===== src/rtl/arm_pkg.sv =====
// Shared types and widths for the instruction fetch path.
package arm_pkg;

    localparam int WORD_BYTES = 4;
    localparam int INSTR_W    = 32;
    localparam int ADDR_W     = 32;
    localparam int ENTRY_W    = ADDR_W + INSTR_W;

    typedef enum logic [1:0] {
        FS_IDLE = 2'd0,
        FS_WAIT = 2'd1,
        FS_DROP = 2'd2
    } fetch_state_e;

    function automatic logic [ADDR_W-1:0] word_align(input logic [ADDR_W-1:0] a);
        return {a[ADDR_W-1:2], 2'b00};
    endfunction

endpackage


===== src/rtl/fetch_controller_if.sv =====
// Instruction memory req/ack bus plus the valid/ready channel into IF/ID.
interface fetch_controller_if;
    import arm_pkg::*;

    logic               imem_req;
    logic [ADDR_W-1:0]  imem_addr;
    logic               imem_ack;
    logic [INSTR_W-1:0] imem_rdata;
    logic               if_valid;
    logic [ADDR_W-1:0]  if_pc;
    logic [INSTR_W-1:0] if_instruction;
    logic               if_ready;

    modport master (
        output imem_req, imem_addr, if_valid, if_pc, if_instruction,
        input  imem_ack, imem_rdata, if_ready
    );

    modport slave (
        input  imem_req, imem_addr, if_valid, if_pc, if_instruction,
        output imem_ack, imem_rdata, if_ready
    );

endinterface


===== src/rtl/fetch_queue.sv =====
// Small circular prefetch buffer of {pc+4, instruction}; flush beats push/pop.
module fetch_queue
    import arm_pkg::*;
#(
    parameter int DEPTH = 2,
    parameter int CW    = $clog2(DEPTH) + 1
) (
    input  logic               clk,
    input  logic               rst,
    input  logic               push,
    input  logic [ENTRY_W-1:0] push_data,
    input  logic               pop,
    input  logic               flush,
    output logic [ENTRY_W-1:0] head_data,
    output logic [CW-1:0]      count
);
    localparam int PW = $clog2(DEPTH);

    logic [PW-1:0]      rd_q, wr_q;
    logic [CW-1:0]      count_q;
    logic [ENTRY_W-1:0] mem_q [DEPTH];

    // Storage is cleared on reset so the head reads as zero until the first push.
    always_ff @(posedge clk or negedge rst) begin
        if (!rst) begin
            rd_q    <= '0;
            wr_q    <= '0;
            count_q <= '0;
            for (int i = 0; i < DEPTH; i++) mem_q[i] <= '0;
        end else if (flush) begin
            rd_q    <= wr_q;
            count_q <= '0;
        end else begin
            if (push) begin
                mem_q[wr_q] <= push_data;
                wr_q        <= wr_q + PW'(1);
            end
            if (pop) rd_q <= rd_q + PW'(1);
            case ({push, pop})
                2'b10:   count_q <= count_q + CW'(1);
                2'b01:   count_q <= count_q - CW'(1);
                default: ;
            endcase
        end
    end

    assign head_data = mem_q[rd_q];
    assign count     = count_q;

endmodule


===== src/rtl/fetch_controller.sv =====
// IF-stage fetch sequencer: owns the PC, runs the imem req/ack handshake and
// fills the prefetch queue; a redirect flushes the queue and drops any in-flight word.
module fetch_controller
    import arm_pkg::*;
#(
    parameter logic [ADDR_W-1:0] RESET_PC = 32'h0000_0000,
    parameter int                DEPTH    = 2
) (
    input  logic              clk,
    input  logic              rst,
    input  logic              branch_taken,
    input  logic [ADDR_W-1:0] branch_addr,
    fetch_controller_if.master fc
);
    localparam int CW = $clog2(DEPTH) + 1;
    localparam logic [CW-1:0] DEPTH_C = CW'(DEPTH);
    localparam logic [CW:0]   DEPTH_X = (CW+1)'(DEPTH);

    fetch_state_e       state_q;
    logic [ADDR_W-1:0]  fetch_pc_q;
    logic [ADDR_W-1:0]  imem_addr_q;
    logic               imem_req_q;

    logic [CW-1:0]      count;
    logic [ENTRY_W-1:0] head_data;
    logic               push, pop, flush, room;
    logic [CW:0]        cnt_after;
    logic [ADDR_W-1:0]  pc_inc, br_tgt;

    assign pc_inc = fetch_pc_q + ADDR_W'(WORD_BYTES);
    assign br_tgt = word_align(branch_addr);

    assign pop   = (count != '0) && fc.if_ready && !branch_taken;
    assign push  = (state_q == FS_WAIT) && fc.imem_ack && !branch_taken;
    assign flush = branch_taken;

    // Occupancy after this edge decides whether the next request may go out back-to-back.
    assign cnt_after = {1'b0, count} + (CW+1)'(push) - (CW+1)'(pop);
    assign room      = cnt_after < DEPTH_X;

    always_ff @(posedge clk or negedge rst) begin
        if (!rst) begin
            state_q     <= FS_IDLE;
            fetch_pc_q  <= RESET_PC;
            imem_addr_q <= RESET_PC;
            imem_req_q  <= 1'b0;
        end else begin
            case (state_q)
                FS_IDLE: begin
                    if (branch_taken) begin
                        fetch_pc_q <= br_tgt;
                    end else if (count < DEPTH_C) begin
                        imem_addr_q <= fetch_pc_q;
                        imem_req_q  <= 1'b1;
                        state_q     <= FS_WAIT;
                    end
                end
                FS_WAIT: begin
                    if (fc.imem_ack) begin
                        if (branch_taken) begin
                            fetch_pc_q <= br_tgt;
                            imem_req_q <= 1'b0;
                            state_q    <= FS_IDLE;
                        end else begin
                            fetch_pc_q <= pc_inc;
                            if (room) begin
                                imem_addr_q <= pc_inc;
                            end else begin
                                imem_req_q <= 1'b0;
                                state_q    <= FS_IDLE;
                            end
                        end
                    end else if (branch_taken) begin
                        // Request cannot be withdrawn; wait out its ack and drop the word.
                        fetch_pc_q <= br_tgt;
                        state_q    <= FS_DROP;
                    end
                end
                FS_DROP: begin
                    if (branch_taken) fetch_pc_q <= br_tgt;
                    if (fc.imem_ack) begin
                        imem_req_q <= 1'b0;
                        state_q    <= FS_IDLE;
                    end
                end
                default: begin
                    imem_req_q <= 1'b0;
                    state_q    <= FS_IDLE;
                end
            endcase
        end
    end

    fetch_queue #(
        .DEPTH (DEPTH),
        .CW    (CW)
    ) u_queue (
        .clk       (clk),
        .rst       (rst),
        .push      (push),
        .push_data ({pc_inc, fc.imem_rdata}),
        .pop       (pop),
        .flush     (flush),
        .head_data (head_data),
        .count     (count)
    );

    assign fc.imem_req       = imem_req_q;
    assign fc.imem_addr      = imem_addr_q;
    assign fc.if_valid       = (count != '0);
    assign fc.if_pc          = head_data[ENTRY_W-1:INSTR_W];
    assign fc.if_instruction = head_data[INSTR_W-1:0];

endmodule


===== src/flat_wrapper.sv =====
// flat-port wrapper written by rule: the top's interface ports become plain ports
module fetch_controller_flat import arm_pkg::*;
#(
    parameter logic [ADDR_W-1:0] RESET_PC = 32'h0000_0000,
    parameter int                DEPTH    = 2
)
  (clk, rst, branch_taken, branch_addr, fc_imem_req, fc_imem_addr, fc_if_valid, fc_if_pc, fc_if_instruction, fc_imem_ack, fc_imem_rdata, fc_if_ready);
  fetch_controller_if fc_i ();
  input  logic clk;
  input  logic rst;
  input  logic branch_taken;
  input  logic [ADDR_W-1:0] branch_addr;
  output wire logic [$bits(fc_i.imem_req)-1:0] fc_imem_req;
  output wire logic [$bits(fc_i.imem_addr)-1:0] fc_imem_addr;
  output wire logic [$bits(fc_i.if_valid)-1:0] fc_if_valid;
  output wire logic [$bits(fc_i.if_pc)-1:0] fc_if_pc;
  output wire logic [$bits(fc_i.if_instruction)-1:0] fc_if_instruction;
  input wire logic [$bits(fc_i.imem_ack)-1:0] fc_imem_ack;
  input wire logic [$bits(fc_i.imem_rdata)-1:0] fc_imem_rdata;
  input wire logic [$bits(fc_i.if_ready)-1:0] fc_if_ready;
  assign fc_imem_req = fc_i.imem_req;
  assign fc_imem_addr = fc_i.imem_addr;
  assign fc_if_valid = fc_i.if_valid;
  assign fc_if_pc = fc_i.if_pc;
  assign fc_if_instruction = fc_i.if_instruction;
  assign fc_i.imem_ack = fc_imem_ack;
  assign fc_i.imem_rdata = fc_imem_rdata;
  assign fc_i.if_ready = fc_if_ready;
  fetch_controller #(.RESET_PC(RESET_PC), .DEPTH(DEPTH)) u_core (.clk(clk), .rst(rst), .branch_taken(branch_taken), .branch_addr(branch_addr), .fc(fc_i));
endmodule

===== config.mk =====
export PLATFORM = sky130hd
export DESIGN_NAME = fetch_controller_flat
export DESIGN_NICKNAME = d
export VERILOG_FILES = /design/src/rtl/arm_pkg.sv /design/src/rtl/fetch_controller_if.sv /design/src/rtl/fetch_queue.sv /design/src/rtl/fetch_controller.sv /design/src/flat_wrapper.sv
export SDC_FILE = /design/constraint.sdc
export NUM_CORES = 1
export LEC_CHECK = 0
export BUFFER_PORTS_ARGS = -buffer_cell sky130_fd_sc_hd__buf_2
export CAP_MARGIN = 20
export CORE_UTILIZATION = 41
export DETAILED_ROUTE_END_ITERATION = 10
export GPL_TIMING_DRIVEN = 0
export PLACE_DENSITY = 0.68
export SETUP_SLACK_MARGIN = 0.2
export SLEW_MARGIN = 20
export SYNTH_ARGS = -nofsm -noshare
export SYNTH_HDL_FRONTEND = slang
export SYNTH_HIERARCHICAL = 1
export SYNTH_SLANG_ARGS = --single-unit

===== constraint.sdc =====
create_clock -name clk -period 8.8 [get_ports clk]
set_clock_uncertainty 0.1 [all_clocks]
set_input_delay 1.32 -clock clk [delete_from_list [all_inputs] [get_ports clk]]
set_output_delay 1.32 -clock clk [all_outputs]
set_load 0.02 [all_outputs]

==> impl_metrics.yaml, run 1 <==
cells_and_area:
  drive_gt1_frac: 0.350
  layout-area-overhead-vs-synth_pct: 18.3
  final_cell_count_no_fill: 1382
  stdcell_area_mm2: 0.0119
  antennaDiodeCount: 0
  fillerInstances: 2204
  final_cell_mix: "dfrtp_1, buf_2, mux2_2"
  final_net_count: 1123
  final_common_cell: "dfrtp_1"
timing:
  min_period_ns: 5.31
  fin_setup_tns_ns: 0
  maxSlewViolCount: 0
  hold_viol: 0
  tightest_slew_ns: 1.11
  max_freq_mhz: 188
  finalCritPeriodShare: 0.604
  rsz0062_at_grt: "no"
  holdWs_ns: 0.375
  setup_viol_count_final: 0
  slew_headroom: 0.257
grt:
  grt_pass1_vias: 7310
  grt_max_degree: 82
  antenna_found_initial: 0
  grt_pass1_wl_um: 40900
  gr-total-overflow: 0
  track_usage: 0.216
clock_network:
  clock_path_buffers: 2
  postCtsSetupBuffers: 0
  postCtsHoldBufs: 0
  cts.repair.resized: 0
  cts_max_level: 4
  cts_tree: "yes"
  cts_buffers: 17
  cts_root_buf: "clkbuf_16"
  clk_latency_ns: 0.43
  cts_sinks: 199
  path_clk_slew_ns: 0.07
yosys:
  post_synth_num_cell_types: 59
  synth_area_mm2: 0.0100
  yosysTopAreaCell: "dfrtp_1"
  synth_top_area_share: 0.496
  ys_seq_area_frac: 0.496
  syn_inst: 867
  synthFlopType: "dfrtp_1"
  syn_avg_cell_area_um2: 11.6
  yosys_warnings: 6
  ys_ff_latch: 199
  syn_nets: 939
  synth_edf_count: 0
  async_flop_share: 1.00
  synthTopCellsByArea: "dfrtp_1, mux2_2, mux2_1"
pwr:
  totalPowerFinal_mw: 3.59
  ir_drop_v: 0.000138
  powerDensity_mw_per_mm2: 302
  leakage_nw: 5.42
floorplan:
  die-height_um: 158
  core-area_mm2: 0.0238
  fp.dieArea_mm2: 0.0251
  die_w_um: 158
  ioPinCount: 167
  start_util: 0.423
  num_rows: 56
routing:
  drtAntennaViolNets: 0
  drtIter0Drc: 415
  dr.pass1.iters: 5
  drc: 0
  wl_per_cell_um: 18.9
  viasPerCell: 5.32
  vias: 7358
  wl_um: 26100
worst_setup_path:
  critPathKind: "in -> reg"
  required_ns: 9.05
  arrival_ns: 5.56
  end_kind: "register"
  start_kind: "primary input"
  crit_fanout: 10
place:
  dp_hpwl_um: 19100
  routabilityCongestion: 0.908
  postPlaceCellArea_mm2: 0.0113
  io_buffers: 163
  dp.cells: 1351
hold_path:
  hold_path_class: "reg -> reg"
job:
  maxCapViolCount: 0
outcome:
  status: "finished clean"
[sequential cells by signal, summed over array words and instances, names as in the netlist]
register              count
u_core/fc.imem_addr      32
u_core/fc.imem_req        1
u_core/fetch_pc_q        32
u_core/state_q            2
u_core/u_queue/count      2
u_core/u_queue/mem_q    128
u_core/u_queue/rd_q       1
u_core/u_queue/wr_q       1
[report_power, final]
group          total, mW  switching, mW  internal [mW]
logic               1.43          0.803          0.623
registers           1.42          0.168           1.25
clock network      0.743          0.366          0.378
total               3.59           1.34           2.25
[routing by layer]
layer  part of all wire  vias up  routed length, um  track usage
met5                  0        -                  0            0
met4              0.015        0                379       0.0536
met3              0.050       26               1300       0.0318
met2               0.49      208              12700        0.359
met1               0.45     3684              11700        0.295
li1                   -     3440                  -            -
[critical path, cell delays in order]
cell	delay, ns
clkbuf_1	0.30
nor2b_1	0.47
nand2_1	0.33
clkbuf_1	0.39
ha_1	0.38
nand2b_1	0.15
fa_1	0.38
xnor2_1	0.16
and2_1	0.21
a21oi_1	0.76
clkbuf_1	0.49
nand2_1	0.12
o21ai_0	0.09
[stage by stage]
| stage | util | setup WS, ns |
|---|---|---|
| floorplan | - | 4.46 |
| global placement | 0.474 | 2.87 |
| detailed placement | 0.477 | 3.14 |
| CTS | 0.500 | 3.59 |
| global route | 0.500 | 3.26 |
| finish | 0.500 | 3.49 |
[cell families (layout without fill, tap and decap cells)]
group	count (synthesis)	in the layout	share of synthesized area
compound gates	117	117	0.0723
xor+xnor	61	61	0.0532
fa+ha+maj	3	3	0.00449
buf+inv	78	274	0.0440
flops	199	199	0.496
mux	200	200	0.224
simple gates	209	209	0.106
[cell type report]
class | instances | area, um^2 | share of cell area
repair buffers | 165 | 881 | 0.0742
well taps | 319 | 399 | 0.0336
inverters | 10 | 37.5 | 0.00316
flip-flops and latches | 199 | 4980 | 0.419
multi-input cells | 590 | 4620 | 0.389
clock inverters | 13 | 115 | 0.00970
clock buffers | 18 | 439 | 0.0370
plain buffers | 68 | 404 | 0.0340
[path summary, 6_finish.rpt]
path                                                     startpoint                                    to  slack [ns]  depth (start not counted)
worst max-delay path                                    fc_imem_ack    u_core/fc.imem_addr[6]$_DFFE_PN0P_        3.49                         13
max in group asynchronous                                       rst  u_core/u_queue/mem_q[91]$_DFFE_PN0P_        6.78                          3
min in group asynchronous                                       rst  u_core/u_queue/mem_q[55]$_DFFE_PN0P_        0.68                          1
worst min register to register  u_core/fc.imem_addr[20]$_DFFE_PN0P_   u_core/fc.imem_addr[20]$_DFFE_PN0P_        0.37                          2
worst min-delay path            u_core/fc.imem_addr[20]$_DFFE_PN0P_   u_core/fc.imem_addr[20]$_DFFE_PN0P_        0.37                          2
worst max register to register        u_core/state_q[0]$_DFFE_PN0P_    u_core/fc.imem_addr[6]$_DFFE_PN0P_        3.97                         13
[cells in the mapped netlist (2+ instances only)]
cell type,n
nand3b_1,2
buf_4,17
dfrtp_1,199
or2_2,2
and3_1,6
and2_1,3
or3_1,6
a21oi_1,16
a22o_1,2
o41ai_1,2
nand3_1,20
o221a_2,3
o21a_1,4
o311ai_0,2
and4_1,4
buf_1,2
nor3_1,17
xnor2_1,43
mux2i_1,6
a21o_1,2
nor4b_1,2
and3b_1,2
nor2b_1,7
nand2_1,68
mux2_2,129
mux2_1,65
o21ai_0,57
buf_2,14
inv_1,10
nand4_1,11
xor2_1,18
o31a_1,4
clkbuf_1,29
a221o_1,2
o22ai_1,5
buf_8,6
nor2_1,30
nand2b_1,6
nor4_1,15
ha_1,2
a22oi_1,7
nor3b_1,3
Power figures use the tool's default switching activity.
==> run 2: changes to the inputs <==
Settings changed: PLACE_DENSITY 0.68 to 0.71.
Clock period 8.8 ns to 4.6 ns, I/O delays scaled along.
==> run 2 against run 1 <==
  * Sequential power rose by 91%
  * Hold slack got worse by 0.32 ns
  * Utilization rose by 0.16 points
  * Critical path depth did not move
  * Power rose by 93%
  * Die area did not move
  * Critical path type is now reg -> reg
  * Largest cell class unchanged
  * Largest power group unchanged
==> impl_metrics.yaml, run 2 (synthesis gave the netlist of run 1 again) <==
clock_network:
  postCtsHoldBufs: 0
  clk_latency_ns: 0.43
  cts_root_buf: "clkbuf_16"
  cts_sinks: 199
  cts_max_level: 4
  postCtsSetupBuffers: 0
  cts_buffers: 17
  cts_tree: "yes"
  path_clk_slew_ns: 0.07
  clock_path_buffers: 2
pwr:
  pwr-share-comb: 0.395
  leakage_nw: 5.44
  p_switching_mw: 2.54
  powerDensity_mw_per_mm2: 581
  clockPowerShare: 0.213
  ir_drop_v: 0.000249
  power.internal_mw: 4.38
  totalPowerFinal_mw: 6.92
  seqPwrFrac: 0.392
  switching_share: 0.368
timing:
  hold_viol: 0
  slew_headroom: 0.344
  min_period_ns: 4.09
  rsz0062_at_grt: "no"
  finalCritPeriodShare: 0.890
  fin_setup_tns_ns: 0
  max_freq_mhz: 244
  holdWs_ns: 0.0551
  maxSlewViolCount: 0
  setup_viol_count_final: 0
  fin_ws_ns: 0.508
  tightest_slew_ns: 0.982
floorplan:
  num_rows: 56
  ioPinCount: 167
  die_w_um: 158
  core-area_mm2: 0.0238
  die-height_um: 158
  start_util: 0.423
  fp.dieArea_mm2: 0.0251
worst_setup_path:
  critPathKind: "reg -> reg"
  end_kind: "register"
  cp_cell_sequence: "clkbuf_1 > nor2b_2 > nand2_1 > clkbuf_1 > ha_1 > nand2b_1 > fa_1 > xnor2_1 > and2_1 > a21oi_2 > clkbuf_1 > nand2_1 > o21ai_0"
  arrival_ns: 4.34
  required_ns: 4.84
  start_kind: "register"
  r2r_start: "u_core/state_q[0]$_DFFE_PN0P_"
  worst_path_largest_cell_delay_ns: 0.44
  crit_fanout: 10
  crit_top_cell: "clkbuf_1"
  critical_path.startpoint: "u_core/state_q[0]$_DFFE_PN0P_"
  slowest_stage: "a21oi_2"
grt:
  gr-total-overflow: 0
  grt_pass1_wl_um: 39700
  gr-usage-met1: 0.287
  antenna_found_initial: 0
  grt_max_degree: 102
  grt.busiest_layer: "met2"
  grt_use_met2: 0.341
  grt_pass1_vias: 7273
  use_met3: 0.0359
  track_usage: 0.210
place:
  dp_slack_ns: -0.403
  io_buffers: 163
  dp.cells: 1351
  dp_hpwl_um: 19000
  routabilityCongestion: 0.885
outcome:
  status: "finished clean"
hold_path:
  hold_path_class: "in -> async"
routing:
  drtAntennaViolNets: 0
  viasPerCell: 5.41
  dr.pass1.iters: 7
  drtIter0Drc: 517
  wl_um: 26000
  vias: 7487
  drc: 0
  wl_per_cell_um: 18.8
cells_and_area:
  antennaDiodeCount: 0
  top_register: "u_core/u_queue/mem_q"
  fillerInstances: 2162
  layout-area-overhead-vs-synth_pct: 18.6
  final_net_count: 1123
  drive_gt1_frac: 0.355
  largest_register_ffs: 128
  final_cell_count_no_fill: 1383
  final_common_cell: "dfrtp_1"
  final_cell_mix: "dfrtp_1, buf_2, mux2_2"
job:
  maxCapViolCount: 0
[run 2: changes by cell type in the layout (fill, tap and decap cells not counted), moves of 2 or more]
cell	before	now
inv_6	5	1
clkbuf_2	0	3
clkbuf_1	29	27
nor2b_1	7	5
nor2b_2	0	2
[run 2: metal layers]
metal / vias to the layer above / wire (um) / part of all wire
li1: 3440 / - / -
met1: 3760 / 11600 / 0.45
met2: 255 / 12600 / 0.48
met3: 32 / 1390 / 0.053
met4: 0 / 439 / 0.017
met5: - / 0 / 0
[run 2: power by group through the flow]
stage	logic [mW]	registers, mW	clock network [mW]
finish	2.73	2.71	1.47
global route	2.95	2.80	1.58
CTS	2.77	2.72	1.51
detailed placement	2.75	2.75	0
global placement	2.70	2.71	0
floorplan	1.80	2.77	0
[run 2: critical path: cells and delay by family (launching register included)]
kind / cells / cell delay, ns
adders and majority gates: 2 / 0.77
xor gates and xnor gates: 1 / 0.14
DFF: 1 / 0.32
buffers and inverters: 3 / 1.06
AOI/OAI and AO/OA: 2 / 0.53
and+or+nand+nor: 5 / 1.09
[run 2: final cells by class]
type | count | area (um^2) | area share
multi-input combinational | 590 | 4630 | 0.388
buffer | 68 | 408 | 0.0342
sequential | 199 | 4980 | 0.418
inverter | 10 | 37.5 | 0.00315
tap | 319 | 399 | 0.0335
clock buffer | 20 | 457 | 0.0383
timing repair buffer | 165 | 881 | 0.0740
clock inverter | 12 | 123 | 0.0103
[run 2: path summary, 6_finish.rpt]
path / to / slack, ns / cells past startpoint
worst max-delay path: u_core/fc.imem_addr[18]$_DFFE_PN0P_ / 0.51 / 13
worst min-delay path: u_core/u_queue/mem_q[55]$_DFFE_PN0P_ / 0.06 / 1
worst max register to register: u_core/fc.imem_addr[18]$_DFFE_PN0P_ / 0.51 / 13
worst min register to register: u_core/fc.imem_addr[30]$_DFFE_PN0P_ / 0.37 / 2
max in group asynchronous: u_core/u_queue/mem_q[103]$_DFFE_PN0P_ / 3.22 / 3
min in group clk: u_core/fc.imem_addr[30]$_DFFE_PN0P_ / 0.37 / 2
[run 2: per-stage QoR]
stage,instance area [um^2],util
after CTS,11900,0.501
after detailed placement,11300,0.477
final,11900,0.501
after global routing,11900,0.501
after global placement,11300,0.474
after floorplan,10000,-
[run 2: repair_timing]
item | CTS | global route
endpoints found under the setup margin | 30 | 30
gates resized for setup | 1 | 8
hold endpoints to repair | 0 | 0
==> run 3: changes to the inputs <==
Settings changed: PLACE_DENSITY 0.71 to 0.68, SETUP_SLACK_MARGIN 0.2 to 0.3.
Clock period 4.6 ns to 5.1 ns, I/O delays scaled along.
==> run 3 against run 2 <==
  * Clock power down 13%
  * Combinational power is 9.9% lower
  * Sequential power shrank 9.6%
  * First-iteration DRC count fell by 15%
  * Clock-buffer cell count fell by 2
  * Hold slack better by 0.069 ns
  * Die area stayed put
  * Register-to-register slack improved by 0.08 ns
  * Routed wire length up 0.25%
  * Non-clock buffer count did not move
  * Critical path depth unchanged
  * Global-route usage increased by 0.57 points
  * Largest cell class unchanged
  * Largest power group unchanged
  * Highest routed layer unchanged
==> impl_metrics.yaml, run 3 (synthesis gave the netlist of run 1 again) <==
outcome:
  status: "finished clean"
pwr:
  switching_share: 0.372
  totalPowerFinal_mw: 6.19
  pwr-share-comb: 0.398
  ir_drop_v: 0.000238
  p_switching_mw: 2.31
  power.internal_mw: 3.89
  leakage_nw: 5.42
  clockPowerShare: 0.207
  seqPwrFrac: 0.395
  powerDensity_mw_per_mm2: 521
timing:
  setup_viol_count_final: 0
  maxSlewViolCount: 0
  hold_viol: 0
  rsz0062_at_grt: "no"
  fin_setup_tns_ns: 0
  min_period_ns: 4.52
  holdWs_ns: 0.124
  tightest_slew_ns: 1.08
  slew_headroom: 0.278
  max_freq_mhz: 221
  finalCritPeriodShare: 0.885
floorplan:
  ioPinCount: 167
  start_util: 0.423
  core-area_mm2: 0.0238
  die-height_um: 158
  die_w_um: 158
  num_rows: 56
  fp.dieArea_mm2: 0.0251
worst_setup_path:
  crit_top_cell: "clkbuf_1"
  rr_worst_depth: 13
  critical_path_depth: 13
  start_kind: "register"
  worst_path_largest_cell_delay_ns: 0.53
  cp_cell_sequence: "clkbuf_1 > nor2b_1 > nand2_1 > clkbuf_1 > ha_1 > nand2b_1 > fa_1 > xnor2_1 > and2_1 > a21oi_2 > clkbuf_1 > nand2_1 > o21ai_0"
  crit_buf_inv: 3
  slowest_stage: "nor2b_1"
  arrival_ns: 4.76
  critPathKind: "reg -> reg"
  crit_fanout: 10
  end_kind: "register"
  required_ns: 5.35
  cpLargestDelayFamily: "simple AND/OR/NAND/NOR gates"
routing:
  dr.pass1.iters: 5
  drtIter0Drc: 441
  drc: 0
  vias: 7334
  viasPerCell: 5.31
  wl_um: 26100
  wl_per_cell_um: 18.9
  drtAntennaViolNets: 0
cells_and_area:
  drive_gt1_frac: 0.351
  top_register: "u_core/u_queue/mem_q"
  final_cell_count_no_fill: 1382
  antennaDiodeCount: 0
  final_common_cell: "dfrtp_1"
  final_net_count: 1123
  final_cell_mix: "dfrtp_1, buf_2, mux2_2"
  largest_register_ffs: 128
  layout-area-overhead-vs-synth_pct: 18.3
clock_network:
  clk_latency_ns: 0.43
  cts_max_level: 4
  path_clk_slew_ns: 0.08
  clock_path_buffers: 2
  postCtsSetupBuffers: 0
  cts_tree: "yes"
  cts_sinks: 199
  cts_root_buf: "clkbuf_16"
  cts_buffers: 17
hold_path:
  hold_path_class: "in -> async"
place:
  dp.cells: 1351
  io_buffers: 163
  routabilityCongestion: 0.908
  dp_hpwl_um: 19100
grt:
  grt_max_degree: 82
  grt_pass1_vias: 7310
  track_usage: 0.216
  gr-total-overflow: 0
  grt_pass1_wl_um: 40900
  antenna_found_initial: 0
job:
  maxCapViolCount: 0
## run 3: cell types whose count changed in the layout (fill, tap and decap cells not counted), moves of 2 or more
cell	delta
inv_6	+4
nor2b_1	+2
clkbuf_1	+2
nor2b_2	-2
clkbuf_2	-3
## run 3: timing repair
| item | 4_1_cts | 5_1_grt |
|---|---|---|
| gates resized for setup | 0 | 1 |
| endpoints found under the setup margin | 0 | 30 |
| hold buffers | 0 | 0 |
## run 3: layer usage
metal / GRT usage / up-vias / wire length [um]
li1: - / 3442 / -
met5: 0 / - / 0
met1: 0.295 / 3670 / 11700
met4: 0.0536 / 0 / 425
met3: 0.0318 / 23 / 1260
met2: 0.359 / 199 / 12700
## run 3: path summary, 6_finish.rpt
kind,from,to,slack (ns)
min,rst,u_core/u_queue/mem_q[55]$_DFFE_PN0P_,0.12
min in group clk,u_core/fc.imem_addr[20]$_DFFE_PN0P_,u_core/fc.imem_addr[20]$_DFFE_PN0P_,0.37
max,u_core/state_q[0]$_DFFE_PN0P_,u_core/fc.imem_addr[6]$_DFFE_PN0P_,0.58
max reg2reg,u_core/state_q[0]$_DFFE_PN0P_,u_core/fc.imem_addr[6]$_DFFE_PN0P_,0.58
max in group asynchronous,rst,u_core/u_queue/mem_q[91]$_DFFE_PN0P_,3.63
min reg2reg,u_core/fc.imem_addr[20]$_DFFE_PN0P_,u_core/fc.imem_addr[20]$_DFFE_PN0P_,0.37
## run 3: stage by stage
| stage | area [um^2] | setup slack, ns | utilization |
|---|---|---|---|
| 6_report | 11900 | 0.584 | 0.500 |
| 5_1_grt | 11900 | 0.386 | 0.500 |
| 4_1_cts | 11900 | 0.412 | 0.500 |
| 3_5_place_dp | 11300 | -0.00445 | 0.477 |
| 3_3_place_gp | 11300 | -0.273 | 0.474 |
| 2_1_floorplan | 10000 | 1.32 | - |
## run 3: area by class of cell
cell class                 count  area [um^2]
fill                        2204        11900
sequential                   199         4980
multi-input combinational    590         4620
timing repair buffer         165          881
clock buffer                  18          439
buffer                        68          404
tap                          319          399
clock inverter                13          115
inverter                      10         37.5
## run 3: power by group through the flow
| stage | clock network, mW | logic, mW | registers [mW] |
|---|---|---|---|
| 6_report | 1.28 | 2.46 | 2.45 |
| 5_1_grt | 1.38 | 2.67 | 2.53 |
| 4_1_cts | 1.32 | 2.50 | 2.45 |
| 3_5_place_dp | 0 | 2.49 | 2.48 |
| 3_3_place_gp | 0 | 2.44 | 2.45 |
| 2_1_floorplan | 0 | 1.63 | 2.50 |
## run 3: worst reg2reg max path, stage by stage, from the launching register on
cell	delay [ns]
dfrtp_1	0.33
clkbuf_1	0.30
nor2b_1	0.53
nand2_1	0.34
clkbuf_1	0.39
ha_1	0.38
nand2b_1	0.15
fa_1	0.38
xnor2_1	0.16
and2_1	0.21
a21oi_2	0.46
clkbuf_1	0.48
nand2_1	0.13
o21ai_0	0.09
